[config.mk]
export PLATFORM = sky130hd
export DESIGN_NAME = pipeline_if_fetch_stage
export DESIGN_NICKNAME = d
export VERILOG_FILES = /design/src/rtl/pipeline_if_fetch_stage.sv
export SDC_FILE = /design/constraint.sdc
export NUM_CORES = 1
export LEC_CHECK = 0
export CORE_MARGIN = 4
export CORE_UTILIZATION = 45
export CTS_BUF_LIST = sky130_fd_sc_hd__clkbuf_4 sky130_fd_sc_hd__clkbuf_8
export DETAILED_ROUTE_END_ITERATION = 10
export PLACE_DENSITY = 0.69
export RECOVER_POWER = 25
export SYNTH_ARGS = -nofsm -noshare
export SYNTH_HDL_FRONTEND = slang
export SYNTH_SLANG_ARGS = --single-unit
[constraint.sdc]
create_clock -name clk -period 13.4 [get_ports clk]
set_clock_uncertainty 0.15 [all_clocks]
set_input_delay 2.01 -clock clk [delete_from_list [all_inputs] [get_ports clk]]
set_output_delay 2.01 -clock clk [all_outputs]
set_load 0.05 [all_outputs]
[src/rtl/pipeline_if_fetch_stage.sv]
// rtl/pipeline_if_fetch_stage.sv - IF stage: sequential fetch over req/ack imem, fetch FIFO, registered IF->ID outputs
// Optional define IF_PERF_CNT_EN adds perf_fetch_cnt/perf_bubble_cnt outputs.
module pipeline_if_fetch_stage #(
  parameter logic [63:0] RESET_PC  = 64'h0,
  parameter logic [31:0] NOP_INST  = 32'h0000_0013,
  parameter int          BUF_DEPTH = 2
) (
  input  logic        clk,
  input  logic        reset,
  input  logic        stall_ID,
  input  logic        redirect_en,
  input  logic [63:0] redirect_pc,
  output logic        imem_req,
  output logic [63:0] imem_addr,
  input  logic        imem_ack,
  input  logic [31:0] imem_rdata,
  output logic [31:0] instruction_IF,
  output logic [63:0] pc_IF,
  output logic        valid_IF
`ifdef IF_PERF_CNT_EN
  ,
  output logic [31:0] perf_fetch_cnt,
  output logic [31:0] perf_bubble_cnt
`endif
);

  localparam int PW = $clog2(BUF_DEPTH);
  localparam int CW = PW + 1;
  localparam logic [CW-1:0] DEPTH_C = CW'(BUF_DEPTH);

  typedef enum logic [1:0] {S_IDLE, S_FETCH, S_HOLD, S_DISCARD} state_t;

  state_t        state, state_n;
  logic [63:0]   fetch_pc, fetch_pc_n;
  logic [63:0]   disc_addr, disc_addr_n;
  logic [63:0]   mem_pc   [BUF_DEPTH];
  logic [31:0]   mem_inst [BUF_DEPTH];
  logic [PW-1:0] wr_ptr, rd_ptr;
  logic [CW-1:0] count, count_after;
  logic          push, pop, flush;

  always_comb begin
    state_n     = state;
    fetch_pc_n  = fetch_pc;
    disc_addr_n = disc_addr;
    push        = 1'b0;
    flush       = 1'b0;
    imem_req    = 1'b0;
    imem_addr   = fetch_pc;
    pop         = !stall_ID && !redirect_en && (count != '0);

    case (state)
      S_IDLE: state_n = S_FETCH;
      S_FETCH: begin
        imem_req = (count < DEPTH_C);
        if (imem_req && imem_ack) begin
          push       = 1'b1;
          fetch_pc_n = fetch_pc + 64'd4;
        end
      end
      S_HOLD: if (count < DEPTH_C) state_n = S_FETCH;
      S_DISCARD: begin
        imem_req  = 1'b1;
        imem_addr = disc_addr;
        if (imem_ack) state_n = S_FETCH;
      end
      default: state_n = S_IDLE;
    endcase

    // Redirect wins over ack-push; an unanswered request becomes a wrong-path one to be drained.
    if (redirect_en) begin
      flush      = 1'b1;
      push       = 1'b0;
      fetch_pc_n = redirect_pc & ~64'h3;
      case (state)
        S_FETCH: begin
          if (imem_req && !imem_ack) begin
            state_n     = S_DISCARD;
            disc_addr_n = fetch_pc;
          end else begin
            state_n = S_FETCH;
          end
        end
        S_DISCARD: state_n = imem_ack ? S_FETCH : S_DISCARD;
        default:   state_n = S_FETCH;
      endcase
    end

    count_after = count + CW'(push) - CW'(pop);
    if (!redirect_en && state == S_FETCH && push && count_after == DEPTH_C)
      state_n = S_HOLD;
  end

  always_ff @(posedge clk) begin
    if (reset) begin
      state     <= S_IDLE;
      fetch_pc  <= RESET_PC;
      disc_addr <= RESET_PC;
      wr_ptr    <= '0;
      rd_ptr    <= '0;
      count     <= '0;
    end else begin
      state     <= state_n;
      fetch_pc  <= fetch_pc_n;
      disc_addr <= disc_addr_n;
      if (flush) begin
        wr_ptr <= '0;
        rd_ptr <= '0;
        count  <= '0;
      end else begin
        if (push) wr_ptr <= wr_ptr + 1'b1;
        if (pop)  rd_ptr <= rd_ptr + 1'b1;
        count <= count_after;
      end
    end
  end

  always_ff @(posedge clk) begin
    if (push) begin
      mem_pc[wr_ptr]   <= fetch_pc;
      mem_inst[wr_ptr] <= imem_rdata;
    end
  end

  always_ff @(posedge clk) begin
    if (reset) begin
      instruction_IF <= NOP_INST;
      pc_IF          <= 64'h0;
      valid_IF       <= 1'b0;
    end else if (redirect_en) begin
      instruction_IF <= NOP_INST;
      valid_IF       <= 1'b0;
    end else if (!stall_ID) begin
      if (pop) begin
        instruction_IF <= mem_inst[rd_ptr];
        pc_IF          <= mem_pc[rd_ptr];
        valid_IF       <= 1'b1;
      end else begin
        instruction_IF <= NOP_INST;
        valid_IF       <= 1'b0;
      end
    end
  end

`ifdef IF_PERF_CNT_EN
  always_ff @(posedge clk) begin
    if (reset) begin
      perf_fetch_cnt  <= 32'h0;
      perf_bubble_cnt <= 32'h0;
    end else begin
      if (push) perf_fetch_cnt <= perf_fetch_cnt + 32'd1;
      if (!stall_ID && !pop) perf_bubble_cnt <= perf_bubble_cnt + 32'd1;
    end
  end
`endif

endmodule

=== Yosys cells after proc, flatten, opt, wreduce, memory -nomap -nowiden ===
Memories as Yosys holds them, arrays and structs flattened. A register that Yosys moved wholly into a read port is not among the register bits.
Index checks and enable logic that the tools add are counted.
W data, S select, Z words.

* Memories: 2
* Logic and storage cells: 76
* Input port bits: 101
* Memory bits (writable): 192
* Register bits: 167

{| class="wikitable"
|+ Memory list
! name !! words !! width !! read ports !! clocked after memory_dff !! wr ports !! line !! RTL
|-
| mem_pc || 2 || 64 || 1 || 1 || 1 || 36 || <nowiki>logic [63:0] mem_pc [BUF_DEPTH];</nowiki>
|-
| mem_inst || 2 || 32 || 1 || 1 || 1 || 37 || <nowiki>logic [31:0] mem_inst [BUF_DEPTH];</nowiki>
|}

* Bitwise operators: 2
* Equality and inequality tests: 8
* Add/sub/neg operators: 5
* Multiplexer cells: 23
* Reductions and logical operators: 25
* Order comparisons: 1

{| class="wikitable"
|+ Operators with widths
! kind !! number
|-
| $mux W64 || 4
|-
| $add A64 B3 Y64 const B || 1
|-
| $mux W32 || 1
|-
| $mux W2 || 6
|-
| $reduce_and A3 Y1 || 4
|-
| $mux W1 || 9
|-
| $ne A4 B4 Y1 const B || 2
|-
| $logic_and A1 B1 Y1 || 7
|-
| $eq A2 B2 Y1 const B || 3
|-
| $ne A3 B3 Y1 const B || 2
|-
| $pmux W2 S3 || 1
|-
| $reduce_bool A2 Y1 || 3
|-
| $reduce_or A2 Y1 || 3
|-
| $reduce_bool A5 Y1 || 1
|-
| $pmux W2 S2 || 1
|-
| $reduce_and A2 Y1 || 2
|-
| $reduce_bool A4 Y1 || 1
|-
| $logic_not A1 Y1 || 3
|-
| $add A1 B1 Y1 const B || 2
|-
| $add A2 B1 Y2 || 1
|-
| $eq A2 B1 Y1 const B || 1
|-
| $logic_not A2 Y1 || 1
|-
| $lt A2 B2 Y1 const B || 1
|-
| $not A1 Y1 || 2
|-
| 2 further kinds || 2
|}

=== Depth between registers and ports, before layout ===
Gate-level depths: netlist (run 1).

* Depth after elaboration: 11
* Gate-level depth with buffers: 12

=== Worst setup path after synthesis (run 1) ===
OpenSTA, ideal clock, no wires.

* Kind: input-to-reg
* Start: in imem_ack
* End: mem mem_inst[0][0], enable pin
* Library setup time: 0.548 ns
* Arrival: 6.620 ns
* Buffers on the path: 1
* Slack: 6.083 ns
* Stages on the path: 4
* Cells stage by stage: nor4bb_1 -> clkbuf_1 -> nand2_1 -> nor2_1

* Longest elaborated chain between the ends: 6

{| class="wikitable"
|+ Ends and longest elaborated chain
! item !! line !! RTL
|-
| from (decl) || 15 || <nowiki>input logic imem_ack,</nowiki>
|-
| $logic_and A1 B1 Y1 || 56 || <nowiki>if (imem_req && imem_ack) begin</nowiki>
|-
| $mux W1 || 56 ||
|-
| $mux W1 || 52 || <nowiki>case (state)</nowiki>
|-
| $mux W1 || 71 || <nowiki>if (redirect_en) begin</nowiki>
|-
| $mux W1 || 119 || <nowiki>if (push) begin</nowiki>
|-
| $mux W1 (implied by the code) || 121 || <nowiki>mem_inst[wr_ptr] <= imem_rdata;</nowiki>
|-
| to (decl) || 37 ||
|}

Every way passes these cells.

=== Final worst setup path (run 1) ===
* Start: in reset
* End: reg state[0]

* Longest elaborated chain between the ends: 1

{| class="wikitable"
|+ Ends and longest elaborated chain
! item !! line !! RTL
|-
| from (decl) || 9 || <nowiki>input logic reset,</nowiki>
|-
| $reduce_or A2 Y1 (no line) || - ||
|-
| to (signal assigned) || 103 || <nowiki>state <= state_n;</nowiki>
|-
| to (decl) || 33 || <nowiki>state_t state, state_n;</nowiki>
|}

Every way passes these cells.
A chain may end at the register's enable or synchronous reset.

==> results of run 1 <==
## cell families after synthesis
family,Yosys count,share of synthesized area (%)
simple gates,512,14.31
flops,414,60.17
compound gates,233,9.387
mux,168,10.62
buf+inv,128,3.035
xor+xnor,43,2.228
fa+ha+maj,3,0.2221
other cells,1,0.02219
## cell usage in the layout (no fill, tap or decap), types with 6 or more instances in the layout
cell,n
and3_1,13
o21ai_0,9
clkinv_1,10
nand3_1,30
nand4_1,35
nand2_1,172
xor2_1,21
nor4_2,6
clkdlybuf4s50_1,222
a22oi_1,30
dfxtp_1,225
clkbuf_4,26
clkinv_2,6
or4_1,7
mux2i_1,77
a211oi_1,98
buf_4,15
and4_1,7
dlygate4sd3_1,32
nor2_1,163
a21oi_1,71
edfxtp_1,188
clkbuf_8,83
nor3_1,20
inv_1,11
nor4_1,24
xnor2_1,22
mux2_2,91
## power breakdown
part	internal (mW)	switching [mW]
combinational	0.0878	0.138
sequential	1.35	0.0390
clock	0.675	0.499
## cell type report
type	count	area share, %
timing repair buffer	272	12.54
tap	504	2.964
inverter	12	0.2117
sequential	414	47.82
multi-input combinational	963	29.47
clock inverter	21	0.7116
clock buffer	109	6.287
## metal layers
layer	track usage [%]	routed length [um]
met2	36.44	22270
met3	3.963	2402
met4	5.981	810
met1	29.57	20000
met5	0	20
## critical path: stages
cell and delay, ns:
clkbuf_1 3.64, clkbuf_1 2.61, nor3_1 0.21
## state kept, by name, indices dropped and copies added, names as in the netlist, named ones only
name	cells
mem_inst	64
valid_IF	1
wr_ptr	1
mem_pc	124
instruction_IF	32
state	2
count	2
disc_addr	62
pc_IF	62
rd_ptr	1
fetch_pc	62
## how the worst min path moves through the flow
stage	endpoint	start
detailed placement	disc_addr[7]	disc_addr[7]
global route	disc_addr[20]	disc_addr[20]
CTS	disc_addr[7]	disc_addr[7]
finish	disc_addr[24]	disc_addr[24]
floorplan	mem_pc[0][20]	fetch_pc[20]
global placement	disc_addr[63]	disc_addr[63]
==> impl_metrics.py, run 1 <==
metrics = {
    "place": {
        "placed_cell_area_sq_um": 19800,
        "post-place-ws_ns": 7.751,
        "gp_congestion": 0.8584,
        "port-buffer-count": 256,
        "dp_cells": 2165,
        "hpwl_mm": 28.98,
    },
    "final_layout": {
        "postLayoutCoreUtil_pct": 57.70,
        "final-seq-area_sq_um": 10170,
        "antenna_cells": 0,
        "synthToLayoutAreaGrowth_pct": 25.87,
        "num-fill-cells": 3102,
        "drive_gt1_share_pct": 13.96,
        "stdcell_count": 2295,
        "final_nets": 1838,
        "multi_input_area_sq_um": 6269,
        "stdcell_area_sq_um": 21270,
    },
    "synth": {
        "yosysSeqAreaShare_pct": 60.17,
        "syn_avg_cell_area_sq_um": 11.25,
        "synth_top_area_share_pct": 33.40,
        "synth_top_cell_by_area": "edfxtp_1",
        "synth_seq_cells": 414,
        "synthArstFlopShare_pct": 0,
        "ys_top_cells_by_count": "dfxtp_1 (226), edfxtp_1 (188), nand2_1 (173)",
        "synth.most_common_cell": "dfxtp_1",
        "yosys_warnings": 0,
        "synthesis.area_sq_um": 16900,
        "yosysUniqueCellTypes": 57,
        "synth.top_cells.by_area": "edfxtp_1 (33%), dfxtp_1 (27%), mux2_2 (6.1%)",
        "synthCells": 1502,
        "synth_edf_count": 188,
        "synth_ff_type": "dfxtp_1",
    },
    "floorplan": {
        "dieHeight_um": 201.8,
        "fp-row-count": 70,
        "initial_core_util_pct": 45.84,
        "die_area_sq_um": 40720,
        "die_w_um": 201.8,
        "core_area_sq_um": 36870,
        "pin_count": 263,
    },
    "cts": {
        "cts_max_level": 3,
        "cts_made_buffers": 71,
        "cts_sinks": 414,
        "clkTransAtPathRegs_ns": 0.06,
        "insertion_delay_ns": 0.59,
        "clock_path_buffers": 3,
        "cts_resized": 0,
        "cts_hold_buffers": 0,
        "cts-root-buf": "clkbuf_8",
        "cts_setup_buffers": 0,
        "tritoncts": "yes",
    },
    "run": {
        "maxCapViolCount": 2,
    },
    "route": {
        "wl_mm": 45.50,
        "wl_per_cell_um": 19.82,
        "via_per_inst": 5.505,
        "drtIter0Drc": 752,
        "drtPass1Iterations": 5,
        "drc": 0,
        "final_antenna_net_count": 0,
        "vias": 12634,
    },
    "setup_path": {
        "crit_start": "reset",
        "cp_max_fo": 111,
        "r2r_cells": 6,
        "crit_path_start_kind": "input port",
        "arrival_ns": 8.58,
        "cp-endpoint": "state[0]",
        "worst-setup-path-type": "in2reg",
        "timing.rr.start": "fetch_pc[3]",
        "worstPathRequired_ns": 13.57,
        "cp-end-kind": "flip-flop",
        "r2r_slack_ns": 9.87,
        "worstReg2RegEnd": "fetch_pc[50]",
    },
    "timing": {
        "drv_slew": 186,
        "timing.final.ws_setup_ns": 4.986,
        "fin_crit_sh_pct": 62.79,
        "fin_hold_ws_ns": 0.3020,
        "slew_headroom_pct": -256.4,
        "worst_pin_slew_ns": 5.346,
        "setup_viol": 0,
        "rsz0062_at_grt": "no",
        "finalCriticalPeriod_ns": 8.414,
        "fmax_mhz": 118.9,
        "report.final.hold_viol_count": 0,
        "tns_ns": 0,
    },
    "global_routing": {
        "grt_max_degree": 112,
        "grt_pass1_vias": 12790,
        "grt_pass1_wl_mm": 71.67,
        "gr-total-overflow": 0,
        "antenna_found_initial": 1,
        "grt_use_total_pct": 21.87,
    },
    "power_and_ir_drop": {
        "ir_worst_vdd_mv": 0.06673,
        "power_mw": 2.791,
        "leakage_nw": 6.949,
        "powerDensity_nw_per_um2": 131.2,
    },
    "outcome": {
        "outcome": "finished with violations",
        "violations": "capacitance limit, slew limit",
    },
    "worst_hold_path": {
        "hold_path_class": "reg2reg",
        "holdPathStages": 2,
    },
}
Power figures use the tool's default switching activity.
==> run 2: changes to the inputs <==
Settings changed: PLACE_DENSITY 0.69 to 0.71.
Clock period 13.4 ns to 7.6 ns, I/O delays scaled along.
==> impl_metrics.py, run 2 (synthesis gave the netlist of run 1 again) <==
metrics = {
    "outcome": {
        "outcome": "finished with violations",
        "violations": "capacitance limit, slew limit",
    },
    "setup_path": {
        "cp-endpoint": "state[1]",
        "cp-end-kind": "flip-flop",
        "worstReg2RegEnd": "mem_pc[0][2]",
        "arrival_ns": 5.83,
        "timing.rr.start": "state[0]",
        "crit_path_cell_trace": "clkbuf_1 -> inv_2 -> nand2_1 -> ha_1 -> inv_1 -> ha_1 -> xor2_1 -> xnor2_1 -> nor3_1 -> a21oi_1 -> a21oi_1",
        "crit_path_start_kind": "input port",
        "worst-setup-path-type": "in2reg",
        "cp_max_fo": 52,
        "r2r_slack_ns": 3.99,
        "worstPathRequired_ns": 7.97,
        "crit_slowest_cell": "clkbuf_1",
        "crit_start": "redirect_en",
        "r2r_cells": 4,
        "cp_slowest_stage_delay_ns": 1.81,
    },
    "place": {
        "post-place-ws_ns": 2.735,
        "port-buffer-count": 256,
        "gp_congestion": 0.8537,
        "hpwl_mm": 29.01,
        "placed_cell_area_sq_um": 19820,
    },
    "final_layout": {
        "drive_gt1_share_pct": 14.07,
        "final_nets": 1837,
        "largest_reg_flops": 124,
        "synthToLayoutAreaGrowth_pct": 25.95,
        "stdcell_area_sq_um": 21290,
        "reg.largest.list": "mem_pc (124), mem_inst (64)",
        "postLayoutCoreUtil_pct": 57.73,
        "layout_commonest_cell": "dfxtp_1",
        "layout_common_cells": "dfxtp_1 (225), clkdlybuf4s50_1 (222), edfxtp_1 (188)",
        "regMostFlops": "mem_pc",
    },
    "global_routing": {
        "antenna_found_initial": 2,
        "grt_max_degree": 100,
        "grt_pass1_vias": 12549,
        "grt_use_total_pct": 21.56,
        "gr-total-overflow": 0,
        "grt_pass1_wl_mm": 70.42,
    },
    "cts": {
        "clock_path_buffers": 3,
        "tritoncts": "yes",
        "cts_sinks": 414,
        "cts_max_level": 3,
        "cts_made_buffers": 69,
        "cts_resized": 0,
        "cts-root-buf": "clkbuf_8",
        "insertion_delay_ns": 0.60,
        "clkTransAtPathRegs_ns": 0.06,
        "cts_setup_buffers": 0,
        "cts_hold_buffers": 0,
    },
    "timing": {
        "timing.final.ws_setup_ns": 2.143,
        "slew_headroom_pct": -73.76,
        "finalCriticalPeriod_ns": 5.457,
        "tns_ns": 0,
        "worst_pin_slew_ns": 2.606,
        "fin_crit_sh_pct": 71.81,
        "rsz0062_at_grt": "no",
        "fmax_mhz": 183.2,
        "setup_viol": 0,
        "drv_slew": 53,
        "report.final.hold_viol_count": 0,
    },
    "route": {
        "wl_per_cell_um": 19.79,
        "via_per_inst": 5.484,
        "drtPass1Iterations": 5,
        "vias": 12553,
        "final_antenna_net_count": 0,
        "drc": 0,
        "wl_mm": 45.30,
        "drtIter0Drc": 715,
    },
    "floorplan": {
        "core_area_sq_um": 36870,
        "fp-row-count": 70,
        "initial_core_util_pct": 45.84,
        "dieHeight_um": 201.8,
        "pin_count": 263,
        "die_w_um": 201.8,
        "die_area_sq_um": 40720,
    },
    "power_and_ir_drop": {
        "p_sw_mw": 1.173,
        "p_seq_share_pct": 49.8,
        "p_clk_share_pct": 42.1,
        "intPower_mw": 3.750,
        "power_mw": 4.923,
        "power_switching_share_pct": 23.83,
        "ir_worst_vdd_mv": 0.1294,
        "leakage_nw": 6.955,
        "p_comb_share_pct": 8.1,
        "powerDensity_nw_per_um2": 231.3,
    },
    "run": {
        "maxCapViolCount": 1,
    },
    "worst_hold_path": {
        "hold_path_class": "reg2reg",
    },
}
==> run 2: cell count changes in the layout (fill, tap and decap cells not counted) <==
cell	change
buf_12	+1
buf_2	-1
buf_6	+1
bufinv_16	+1
clkbuf_4	+1
clkbuf_8	-1
clkinv_1	-8
diode_2	+1
inv_6	-1
==> run 2: final cells by class <==
type                    count  area [sq um]
diodes                      1         2.502
multi-input cells         963          6269
fillers                  3097         15580
flip-flops and latches    414         10170
repair buffers            273          2694
well taps                 504         630.6
clock inverters            13         142.6
inverters                  12         45.04
clock buffers             109          1331
==> run 2: metal layers <==
| layer | vias to the layer above | wire length (um) | global-route usage [%] |
|---|---|---|---|
| li1 | 5956 | - | - |
| met1 | 6080 | 19780 | 28.58 |
| met2 | 447 | 21820 | 36.19 |
| met3 | 66 | 2821 | 4.139 |
| met4 | 4 | 861 | 6.372 |
| met5 | - | 23 | 0 |
==> run 2: metrics by stage <==
step | cells | hold WS (ns)
after global placement | 2166 | 0.2891
after detailed placement | 2166 | 0.2950
after global routing | 2288 | 0.3230
after floorplan | 1505 | 0.2702
final | 2289 | 0.3016
after CTS | 2288 | 0.3028
==> run 2: critical path, delay by kind of cell <==
kind	cells	cell delay, ns
buffers and inverters	3	2.92
adders and majority gates	2	0.44
AOI/OAI and AO/OA	2	0.22
and+or+nand+nor	2	0.79
xor gates and xnor gates	2	0.29
==> run 2: worst min-delay path by stage <==
stage / to / slack, ns / depth (start not counted) / startpoint
after CTS: disc_addr[61] / 0.30 / 2 / disc_addr[61]
final: disc_addr[61] / 0.30 / 2 / disc_addr[61]
after global routing: disc_addr[8] / 0.32 / 2 / disc_addr[8]
after global placement: disc_addr[63] / 0.29 / 2 / disc_addr[63]
after detailed placement: disc_addr[61] / 0.30 / 2 / disc_addr[61]
after floorplan: mem_pc[0][20] / 0.27 / 0 / fetch_pc[20]
==> run 2: power groups by stage <==
stage / sequential [mW] / combinational, mW / clock [mW]
2_1_floorplan: 2.48 / 0.243 / 0
3_3_place_gp: 2.49 / 0.399 / 0
3_5_place_dp: 2.50 / 0.403 / 0
4_1_cts: 2.45 / 0.405 / 2.12
5_1_grt: 2.46 / 0.424 / 2.22
6_report: 2.45 / 0.399 / 2.07
==> run 3: changes to the inputs <==
Settings changed: PLACE_DENSITY 0.71 to 0.69.
Clock period 7.6 ns to 5.2 ns, I/O delays scaled along.
==> impl_metrics.py, run 3 (synthesis gave the netlist of run 1 again) <==
metrics = {
    "timing": {
        "tns_ns": 0,
        "slew_headroom_pct": -96.79,
        "setup_viol": 0,
        "drv_slew": 60,
        "finalCriticalPeriod_ns": 4.277,
        "fin_hold_ws_ns": 0.3009,
        "fin_crit_sh_pct": 82.25,
        "worst_pin_slew_ns": 2.952,
        "report.final.hold_viol_count": 0,
        "rsz0062_at_grt": "no",
        "fmax_mhz": 233.8,
    },
    "route": {
        "drtPass1Iterations": 5,
        "wl_per_cell_um": 19.66,
        "wl_mm": 45.27,
        "drc": 0,
        "via_per_inst": 5.449,
        "final_antenna_net_count": 0,
        "drtIter0Drc": 662,
        "vias": 12550,
    },
    "setup_path": {
        "arrival_ns": 3.35,
        "crit_path_start_kind": "flip-flop",
        "worst-setup-path-type": "reg2out",
        "r2r_slack_ns": 1.77,
        "cp-end-kind": "primary output",
        "worstPathRequired_ns": 4.27,
        "cp_max_fo": 36,
    },
    "final_layout": {
        "stdcell_count": 2303,
        "layout_commonest_cell": "dfxtp_1",
        "final_nets": 1845,
        "reg.largest.list": "mem_pc (124), mem_inst (64)",
        "largest_reg_flops": 124,
        "regMostFlops": "mem_pc",
        "num-fill-cells": 3057,
        "synthToLayoutAreaGrowth_pct": 26.28,
        "drive_gt1_share_pct": 14.57,
        "layout_common_cells": "dfxtp_1 (225), clkdlybuf4s50_1 (222), edfxtp_1 (188)",
    },
    "power_and_ir_drop": {
        "leakage_nw": 7.000,
        "p_sw_mw": 1.740,
        "p_seq_share_pct": 49.8,
        "power_switching_share_pct": 24.15,
        "ir_worst_vdd_mv": 0.1735,
        "powerDensity_nw_per_um2": 337.6,
        "power_mw": 7.206,
        "p_comb_share_pct": 8.0,
        "intPower_mw": 5.466,
        "p_clk_share_pct": 42.2,
    },
    "global_routing": {
        "use_met1_pct": 28.92,
        "grt_max_degree": 97,
        "use_met2_pct": 35.24,
        "grt_use_total_pct": 21.56,
        "use_met3_pct": 4.412,
        "antenna_found_initial": 4,
        "grt_pass1_wl_mm": 70.46,
        "grt_pass1_vias": 12343,
        "gr-total-overflow": 0,
        "top_usage_layer": "met2",
    },
    "floorplan": {
        "initial_core_util_pct": 45.84,
        "die_area_sq_um": 40720,
        "fp-row-count": 70,
        "pin_count": 263,
        "dieHeight_um": 201.8,
        "core_area_sq_um": 36870,
        "die_w_um": 201.8,
    },
    "run": {
        "maxCapViolCount": 1,
    },
    "place": {
        "hpwl_mm": 29.82,
        "gp_congestion": 0.8503,
        "dp_cells": 2172,
        "port-buffer-count": 256,
    },
    "cts": {
        "cts_resized": 0,
        "cts_made_buffers": 71,
        "cts-root-buf": "clkbuf_8",
        "tritoncts": "yes",
        "insertion_delay_ns": 0.60,
        "cts_hold_buffers": 0,
        "clkTransAtPathRegs_ns": 0.07,
        "cts_setup_buffers": 0,
        "cts_sinks": 414,
        "clock_path_buffers": 3,
        "cts_max_level": 3,
    },
    "outcome": {
        "outcome": "finished with violations",
        "violations": "capacitance limit, slew limit",
    },
    "worst_hold_path": {
        "hold_path_class": "reg2reg",
    },
}
run 3: changes by cell type in the layout (fill, tap and decap cells not counted):
| cell | change |
|---|---|
| clkinv_1 | +4 |
| buf_4 | +7 |
| inv_6 | +1 |
| clkinv_2 | +1 |
| buf_12 | -1 |
| bufinv_16 | -1 |
| buf_2 | +1 |
| clkbuf_4 | +3 |
| clkbuf_1 | -1 |
run 3: critical path, stage by stage (launching register included):
cell             delay [ns]
dfxtp_1                0.49
nand2_2                0.68
buf_4                  0.48
mux2_2                 0.27
clkdlybuf4s50_1        0.81
run 3: per-layer routing:
metal	up-vias	share of wire [%]
li1	5988	-
met1	6097	45
met2	375	48
met3	82	5.5
met4	8	2.2
met5	-	0.12
run 3: through the flow:
stage | area, sq um | setup slack [ns] | util [%]
final | 21340 | 0.9228 | 57.88
after global routing | 21340 | 0.7736 | 57.88
after CTS | 21340 | 0.8993 | 57.89
after detailed placement | 19850 | 1.565 | 53.83
after global placement | 19850 | 1.602 | 53.83
after floorplan | 16920 | 0.6375 | -
run 3: power by group through the flow:
stage	sequential, mW	clock, mW	combinational (mW)
floorplan	3.63	0	0.355
detailed placement	3.65	0	0.584
global placement	3.65	0	0.579
global route	3.60	3.26	0.614
finish	3.59	3.04	0.579
CTS	3.58	3.12	0.588
run 3: area by class of cell:
class	instances	area (sq um)	area share, %
Sequential cell	414	10170	47.67
Multi-Input combinational cell	963	6269	29.37
Timing Repair Buffer	279	2728	12.78
Clock buffer	112	1354	6.343
Tap cell	504	630.6	2.955
Clock inverter	18	141.4	0.6624
Inverter	12	45.04	0.2110
Antenna cell	1	2.502	0.01172
run 3: worst paths after layout:
check | from | to | cells past startpoint
worst max register to register | fetch_pc[2] | fetch_pc[54] | 6
worst min register to register | disc_addr[58] | disc_addr[58] | 2
worst min-delay path | disc_addr[58] | disc_addr[58] | 2
worst max-delay path | state[1] | imem_addr[30] | 4
